<file path="src/rtl/hpc1_and_pipelined.sv">
// HPC1 masked AND gadget: D-th order, D+1 Boolean shares, WIDTH parallel bit-slices.
// Two register stages (refresh, then partial products) with valid/ready flow control.
module hpc1_and_pipelined #(
    parameter int D     = 1,
    parameter int WIDTH = 1,
    localparam int N    = D + 1,
    localparam int P    = (D * (D + 1)) / 2
) (
    input  logic                   clock_0,
    input  logic                   reset_0,
    input  logic                   in_valid,
    output logic                   in_ready,
    input  logic [N*WIDTH-1:0]     io_i0,
    input  logic [N*WIDTH-1:0]     io_i1,
    input  logic [2*P*WIDTH-1:0]   p_rand,
    output logic                   out_valid,
    input  logic                   out_ready,
    output logic [N*WIDTH-1:0]     io_o0
);

    logic             s1_en_s;
    logic             s2_en_s;
    logic             acc_s;
    logic             v1_q, v1_d;
    logic             v2_q, v2_d;
    logic [WIDTH-1:0] a_q [N];
    logic [WIDTH-1:0] a_d [N];
    logic [WIDTH-1:0] b_q [N];
    logic [WIDTH-1:0] b_d [N];
    logic [WIDTH-1:0] m_q [P];
    logic [WIDTH-1:0] m_d [P];
    logic [WIDTH-1:0] z_q [N][N];
    logic [WIDTH-1:0] z_d [N][N];
    logic [WIDTH-1:0] bref_s [N];
    logic [WIDTH-1:0] z_s [N][N];

    // Lexicographic index of share pair (i,j), i<j.
    function automatic int pidx(input int i, input int j);
        return i * N - (i * (i + 1)) / 2 + (j - i - 1);
    endfunction

    // Handshake enables; in_ready depends only on stage occupancy and out_ready.
    always_comb begin
        s2_en_s   = !v2_q || out_ready;
        s1_en_s   = !v1_q || s2_en_s;
        acc_s     = in_valid && s1_en_s;
        in_ready  = s1_en_s;
        out_valid = v2_q;
    end

    // Refresh of operand b: each pair mask r_k lands on both shares of its pair.
    always_comb begin
        for (int i = 0; i < N; i++) begin
            bref_s[i] = io_i1[i*WIDTH +: WIDTH];
        end
        for (int i = 0; i < N; i++) begin
            for (int j = i + 1; j < N; j++) begin
                bref_s[i] = bref_s[i] ^ p_rand[pidx(i, j)*WIDTH +: WIDTH];
                bref_s[j] = bref_s[j] ^ p_rand[pidx(i, j)*WIDTH +: WIDTH];
            end
        end
    end

    // Stage-1 next state: capture shares and mult masks only on an accepted transfer.
    always_comb begin
        if (s1_en_s) begin
            v1_d = in_valid;
        end else begin
            v1_d = v1_q;
        end
        if (acc_s) begin
            for (int i = 0; i < N; i++) begin
                a_d[i] = io_i0[i*WIDTH +: WIDTH];
                b_d[i] = bref_s[i];
            end
            for (int k = 0; k < P; k++) begin
                m_d[k] = p_rand[(P+k)*WIDTH +: WIDTH];
            end
        end else begin
            for (int i = 0; i < N; i++) begin
                a_d[i] = a_q[i];
                b_d[i] = b_q[i];
            end
            for (int k = 0; k < P; k++) begin
                m_d[k] = m_q[k];
            end
        end
    end

    // Cross-share partial products; each off-diagonal term is masked by its pair's m_k.
    always_comb begin
        for (int i = 0; i < N; i++) begin
            for (int j = 0; j < N; j++) begin
                if (i == j) begin
                    z_s[i][j] = a_q[i] & b_q[j];
                end else if (i < j) begin
                    z_s[i][j] = (a_q[i] & b_q[j]) ^ m_q[pidx(i, j)];
                end else begin
                    z_s[i][j] = (a_q[i] & b_q[j]) ^ m_q[pidx(j, i)];
                end
            end
        end
    end

    // Stage-2 next state: advance only when stage 2 is free and stage 1 holds data.
    always_comb begin
        if (s2_en_s) begin
            v2_d = v1_q;
        end else begin
            v2_d = v2_q;
        end
        for (int i = 0; i < N; i++) begin
            for (int j = 0; j < N; j++) begin
                if (s2_en_s && v1_q) begin
                    z_d[i][j] = z_s[i][j];
                end else begin
                    z_d[i][j] = z_q[i][j];
                end
            end
        end
    end

    // Pipeline registers with synchronous clear.
    always_ff @(posedge clock_0) begin
        if (reset_0) begin
            v1_q <= 1'b0;
            v2_q <= 1'b0;
            for (int i = 0; i < N; i++) begin
                a_q[i] <= '0;
                b_q[i] <= '0;
                for (int j = 0; j < N; j++) begin
                    z_q[i][j] <= '0;
                end
            end
            for (int k = 0; k < P; k++) begin
                m_q[k] <= '0;
            end
        end else begin
            v1_q <= v1_d;
            v2_q <= v2_d;
            for (int i = 0; i < N; i++) begin
                a_q[i] <= a_d[i];
                b_q[i] <= b_d[i];
                for (int j = 0; j < N; j++) begin
                    z_q[i][j] <= z_d[i][j];
                end
            end
            for (int k = 0; k < P; k++) begin
                m_q[k] <= m_d[k];
            end
        end
    end

    // Output share i is the XOR of row i of the stage-2 registers; nothing else on this path.
    always_comb begin
        io_o0 = '0;
        for (int i = 0; i < N; i++) begin
            for (int j = 0; j < N; j++) begin
                io_o0[i*WIDTH +: WIDTH] = io_o0[i*WIDTH +: WIDTH] ^ z_q[i][j];
            end
        end
    end

endmodule

</file>
<file path="config.mk">
export PLATFORM = sky130hd
export DESIGN_NAME = hpc1_and_pipelined
export DESIGN_NICKNAME = d
export VERILOG_FILES = /design/src/rtl/hpc1_and_pipelined.sv
export SDC_FILE = /design/constraint.sdc
export NUM_CORES = 1
export LEC_CHECK = 0
export CELL_PAD_IN_SITES_DETAIL_PLACEMENT = 0
export CELL_PAD_IN_SITES_GLOBAL_PLACEMENT = 1
export CORE_ASPECT_RATIO = 1.1
export CORE_UTILIZATION = 32
export CTS_BUF_LIST = sky130_fd_sc_hd__clkbuf_16
export DETAILED_ROUTE_END_ITERATION = 16
export PLACE_DENSITY_LB_ADDON = 0.1
export SLEW_MARGIN = 5
export SYNTH_ARGS = -nofsm -noshare
export SYNTH_HDL_FRONTEND = slang
export SYNTH_SLANG_ARGS = --single-unit
</file>
<file path="constraint.sdc">
create_clock -name clock_0 -period 1.05 [get_ports clock_0]
set_input_delay 0.21 -clock clock_0 [delete_from_list [all_inputs] [get_ports clock_0]]
set_output_delay 0.21 -clock clock_0 [all_outputs]
set_load 0.01 [all_outputs]
</file>
## Word level (Yosys, flattened, before mapping)

Memory sizes are Yosys's and may differ from the RTL's.
Cells that the tools add are included.

| operators by class | value |
|---|---|
| mux-type cells | 20 |
| bitwise operators | 18 |
| reduce and logical (&&, ||, !) cells | 7 |

Operators by type and width:

| operator | count |
|---|---|
| 2-to-1 mux 1 bit | 18 |
| OR 1 bit | 8 |
| bitwise XOR 1 bit | 6 |
| bitwise AND 1 bit | 4 |
| 2-to-1 mux 2 bit | 2 |
| logical AND 1 bit | 2 |
| logical NOT 1 bit | 2 |
| logical OR 1 bit | 2 |
| OR reduction 1 bit | 1 |

| word-level totals | value |
|---|---|
| bits in registers | 2 |
| memory bits (writable) | 9 |
| word-level logic and storage cells | 51 |
| input port bits | 10 |
| memories | 4 |
| output and inout bits | 4 |

Memory list:

| name | words | bits a word | rd ports | clocked after memory_dff | wr ports | line | source |
|---|---|---|---|---|---|---|---|
| z_q | 2 | 2 | 2 | 0 | 2 | 32 | `logic [WIDTH-1:0] z_q [N][N];` |
| a_q | 2 | 1 | 2 | 0 | 2 | 26 | `logic [WIDTH-1:0] a_q [N];` |
| b_q | 2 | 1 | 2 | 0 | 2 | 28 | `logic [WIDTH-1:0] b_q [N];` |
| m_q | 1 | 1 | 1 | 0 | 1 | 30 | `logic [WIDTH-1:0] m_q [P];` |

## Depth between registers and ports, before layout

| depth | value |
|---|---|
| word-level depth | 6 |
| depth in mapped cells | 4 |
| mapped depth without buffers | 4 |

## Least setup slack after synthesis

No wires, ideal clock.

| timing | value |
|---|---|
| path kind | reg-to-reg |
| start | register v2_q, in the netlist out_valid |
| end | memory b_q[1][0], in the netlist b_q[0][1] |
| path buffers | 0 |
| clock period less this slack | 0.996 ns |
| data required time | 0.916 ns |
| cell stages (with the launch flop) | 5 |
| setup time | 0.134 ns |
| arrival | 0.862 ns |
| path slack | 0.054 ns |
| path through | dfxtp_1 and3b_4 inv_6 a21oi_1 a211oi_1 |

RTL lines:

| what | line | source |
|---|---|---|
| start: declaration | 25 | `logic v2_q, v2_d;` |
| start signal: assignment | 140 | `v2_q <= v2_d;` |
| end: declaration | 28 |  |

## Worst setup path in the final report

| timing | value |
|---|---|
| start | register v2_q, in the netlist out_valid |
| end | output in_ready |

| between the ends | value |
|---|---|
| cells in the longest elaborated chain, start to end | 3 |

Ends and longest elaborated chain:

| what | line | source |
|---|---|---|
| logical NOT 1 bit | 44 | `s2_en_s = !v2_q \|\| out_ready;` |
| logical OR 1 bit | 44 |  |
| logical OR 1 bit | 45 | `s1_en_s = !v1_q \|\| s2_en_s;` |
| end: declaration | 12 | `output logic in_ready,` |

Every way passes these cells.

==> results.py <==
metrics = {
    "global_routing": {
        "grt_start_max_net_pins": 7,
        "antenna_found_initial": 0,
        "grt_use_met3": 0.0479,
        "grt_pass1_vias": 388,
        "grt_pass1_wl_microns": 1460,
        "gr-usage-all-layers": 0.133,
        "met2_usage": 0.220,
        "use_met1": 0.123,
        "overflow": 0,
        "grt.busiest_layer": "met2",
    },
    "cells_and_area": {
        "seq_area_sq_um": 253,
        "multi_input_area_sq_um": 224,
        "final_core_util": 0.571,
        "drive_above_1_share": 0.342,
        "fillCellCount": 141,
        "syn_to_final_growth_pct": 64.8,
        "n_antenna_cell": 0,
        "final_nets": 87,
    },
    "setup_path": {
        "path_cells": "and3b_4 > inv_6 > buf_6",
        "required_ns": 0.84,
        "crit_path_start": "out_valid",
        "criticalPathCategory": "flop to primary output",
        "arrival_ns": 0.93,
        "cp_slowest_cell": "dfxtp_2",
        "cp_max_fo": 2,
        "crit_path_end_kind": "primary output",
        "crit_end": "in_ready",
        "r2r_setup_slack_ns": 0.03,
        "max_stage_delay_ns": 0.32,
        "regToRegEndpoint": "b_q[0][0]",
        "critical-path-top-delay-family": "flip-flops",
        "start_kind": "flop",
        "r2r_cells": 5,
        "cp.depth": 3,
        "timing.rr.start": "out_valid",
        "crit_buf_inv": 2,
    },
    "clock_network": {
        "clk_pin_slew_worst_paths_ns": 0.04,
        "htreeDepth": 1,
        "clk_latency_ns": 0.24,
        "cts_root_buf": "clkbuf_16",
        "tritoncts": "done",
        "cts-buffers-inserted": 3,
        "cts_buffer_depth": 2,
        "clock_sinks": 11,
    },
    "logic_synthesis": {
        "yosys.area.top_type": "dfxtp_1",
        "syn_nets": 59,
        "syn_avg_cell_area_sq_um": 9.78,
        "synth_top_area_share": 0.334,
        "syn_area_sq_um": 479,
        "synth_edf_count": 3,
        "async_flop_share": 0,
        "synth_ff_type": "dfxtp_1",
        "yosysWarnings": 0,
        "synthCells": 49,
        "synth_seq_cells": 11,
        "synthTopCellsByArea": "dfxtp_1 (33%), edfxtp_1 (19%), a21oi_1 (8.4%)",
        "ys_seq_area_frac": 0.522,
        "yosys.cell_types.count": 19,
        "netlist_top_cells_count": "a21oi_1 (8), dfxtp_1 (8), xor2_1 (4)",
    },
    "power": {
        "power_frac_seq": 0.372,
        "switching_power_w": 0.000247,
        "combinationalPowerShare": 0.111,
        "switching_share": 0.190,
        "p_leak_nw": 0.338,
        "p_clk_frac": 0.517,
        "p_int_w": 0.00105,
        "power.density_nw_per_um2": 1650,
        "irDropWorstVdd_mv": 0.739,
    },
    "run": {
        "cap_violations": 0,
    },
    "status": {
        "status": "finished, violations left",
        "failed_checks": "setup timing",
    },
    "routing": {
        "wl_per_cell_microns": 9.50,
        "totalWireLength_microns": 874,
        "drt_iter0_markers": 4,
        "viasPerCell": 4.60,
        "drc": 0,
        "drtPass1Iterations": 2,
        "vias": 423,
        "ant_nets": 0,
    },
    "timing": {
        "fin_crit_ns": 1.14,
        "final.setup.worst_slack_ns": -0.0889,
        "setup_viol": 3,
        "finClkSkew_ns": 0.00144,
        "finalHoldViolCount": 0,
        "timing.slew.headroom": 0.886,
        "finalMaxSlewViolations": 0,
        "fmax_ghz": 0.878,
        "rsz0062_at_grt": "yes",
        "period_share": 1.08,
        "worstMarginPinSlew_ns": 0.169,
    },
    "die": {
        "die-width_microns": 38.9,
        "ios": 14,
        "fp.dieH_microns": 42.6,
        "rows": 14,
        "start_util": 0.346,
        "dieArea_sq_um": 1660,
        "core_area_sq_um": 1380,
    },
    "place": {
        "dp_hpwl_microns": 699,
        "routabilityCongestion": 0.668,
        "pre_cts_ws_ns": -0.618,
        "portBuffers": 13,
    },
    "worst_hold_path": {
        "worstHoldPathCells": 2,
        "holdCritPathClass": "flop to flop",
    },
}
[what timing repair did]
| action | in CTS | in global routing |
|---|---|---|
| buffers inserted | 0 | 0 |
| hold buffers | 0 | 0 |
| endpoints found under the setup margin | 13 | 10 |
| pin swaps | 1 | 7 |
| gates resized for setup | 22 | 3 |
| gates cloned | 0 | 0 |
[worst reg2reg max path: stages (launching register included)]
cell and delay [ns]:
dfxtp_2 0.32, and3b_4 0.24, inv_6 0.03, buf_4 0.15
a21oi_2 0.12, a211oi_1 0.05
[worst min path at each step]
stage | startpoint | to | slack [ns]
finish | a_q[0][0] | a_q[0][0] | 0.50
global route | a_q[0][0] | a_q[0][0] | 0.53
CTS | a_q[0][0] | a_q[0][0] | 0.50
detailed placement | a_q[0][0] | a_q[0][0] | 0.50
global placement | a_q[0][1] | a_q[0][1] | 0.49
floorplan | reset_0 | b_q[0][0] | 0.28
[sequential cells by signal, indices dropped and copies added, names as in the netlist]
signal and cells:
v1_q 1, b_q 2, a_q 2, m_q 1
z_q 4, out_valid 1
[through the flow]
stage	cells	power, W	hold slack [ns]	setup TNS (ns)	area, sq um
2_1_floorplan	49	0.000545	0.283	0	479
3_3_place_gp	88	0.000639	0.487	-4.64	708
3_5_place_dp	88	0.000640	0.496	-4.62	708
4_1_cts	92	0.00131	0.499	-0.198	782
5_1_grt	92	0.00134	0.530	-0.306	790
6_report	92	0.00130	0.501	-0.181	790
[cell usage in the layout, fill, tap and decap left out, types with 2 or more instances in the layout]
master / netlist / layout
dfxtp_2: 0 / 2
inv_1: 2 / 3
a21oi_1: 8 / 6
xor2_1: 4 / 4
nand3_1: 3 / 3
xnor2_1: 2 / 2
nor2_1: 3 / 3
o21ai_1: 0 / 2
buf_2: 0 / 3
clkdlybuf4s50_1: 0 / 8
dfxtp_1: 8 / 6
a211oi_1: 2 / 2
nand2_1: 3 / 3
edfxtp_1: 3 / 3
buf_4: 0 / 11
clkbuf_16: 0 / 3
a21oi_2: 0 / 2
[power groups by stage]
| stage | registers (W) | logic (W) | clock network [W] |
|---|---|---|---|
| 2_1_floorplan | 0.000487 | 0.0000580 | 0 |
| 3_3_place_gp | 0.000489 | 0.000150 | 0 |
| 3_5_place_dp | 0.000489 | 0.000151 | 0 |
| 4_1_cts | 0.000484 | 0.000143 | 0.000682 |
| 5_1_grt | 0.000486 | 0.000160 | 0.000698 |
| 6_report | 0.000483 | 0.000145 | 0.000671 |
[cell families (layout without fill, tap and decap cells)]
| kind of cell | count (synthesis) | in the layout | share of synthesized area |
|---|---|---|---|
| xor+xnor | 6 | 6 | 0.110 |
| flops | 11 | 11 | 0.522 |
| simple gates | 13 | 13 | 0.144 |
| buf+inv | 4 | 31 | 0.0418 |
| compound gates | 15 | 15 | 0.183 |
[final cells by class]
class	instances	area share
clock buffers	3	0.0951
clock inverters	1	0.00475
inverters	3	0.0206
multi-input cells	34	0.284
flip-flops and latches	11	0.320
well taps	16	0.0254
repair buffers	24	0.250
[per-layer routing]
metal / vias up / wire, microns
met4: 0 / 37
li1: 224 / -
met3: 5 / 59
met1: 178 / 362
met5: - / 0
met2: 16 / 415
No activity file was read; power rests on OpenSTA's default activity.
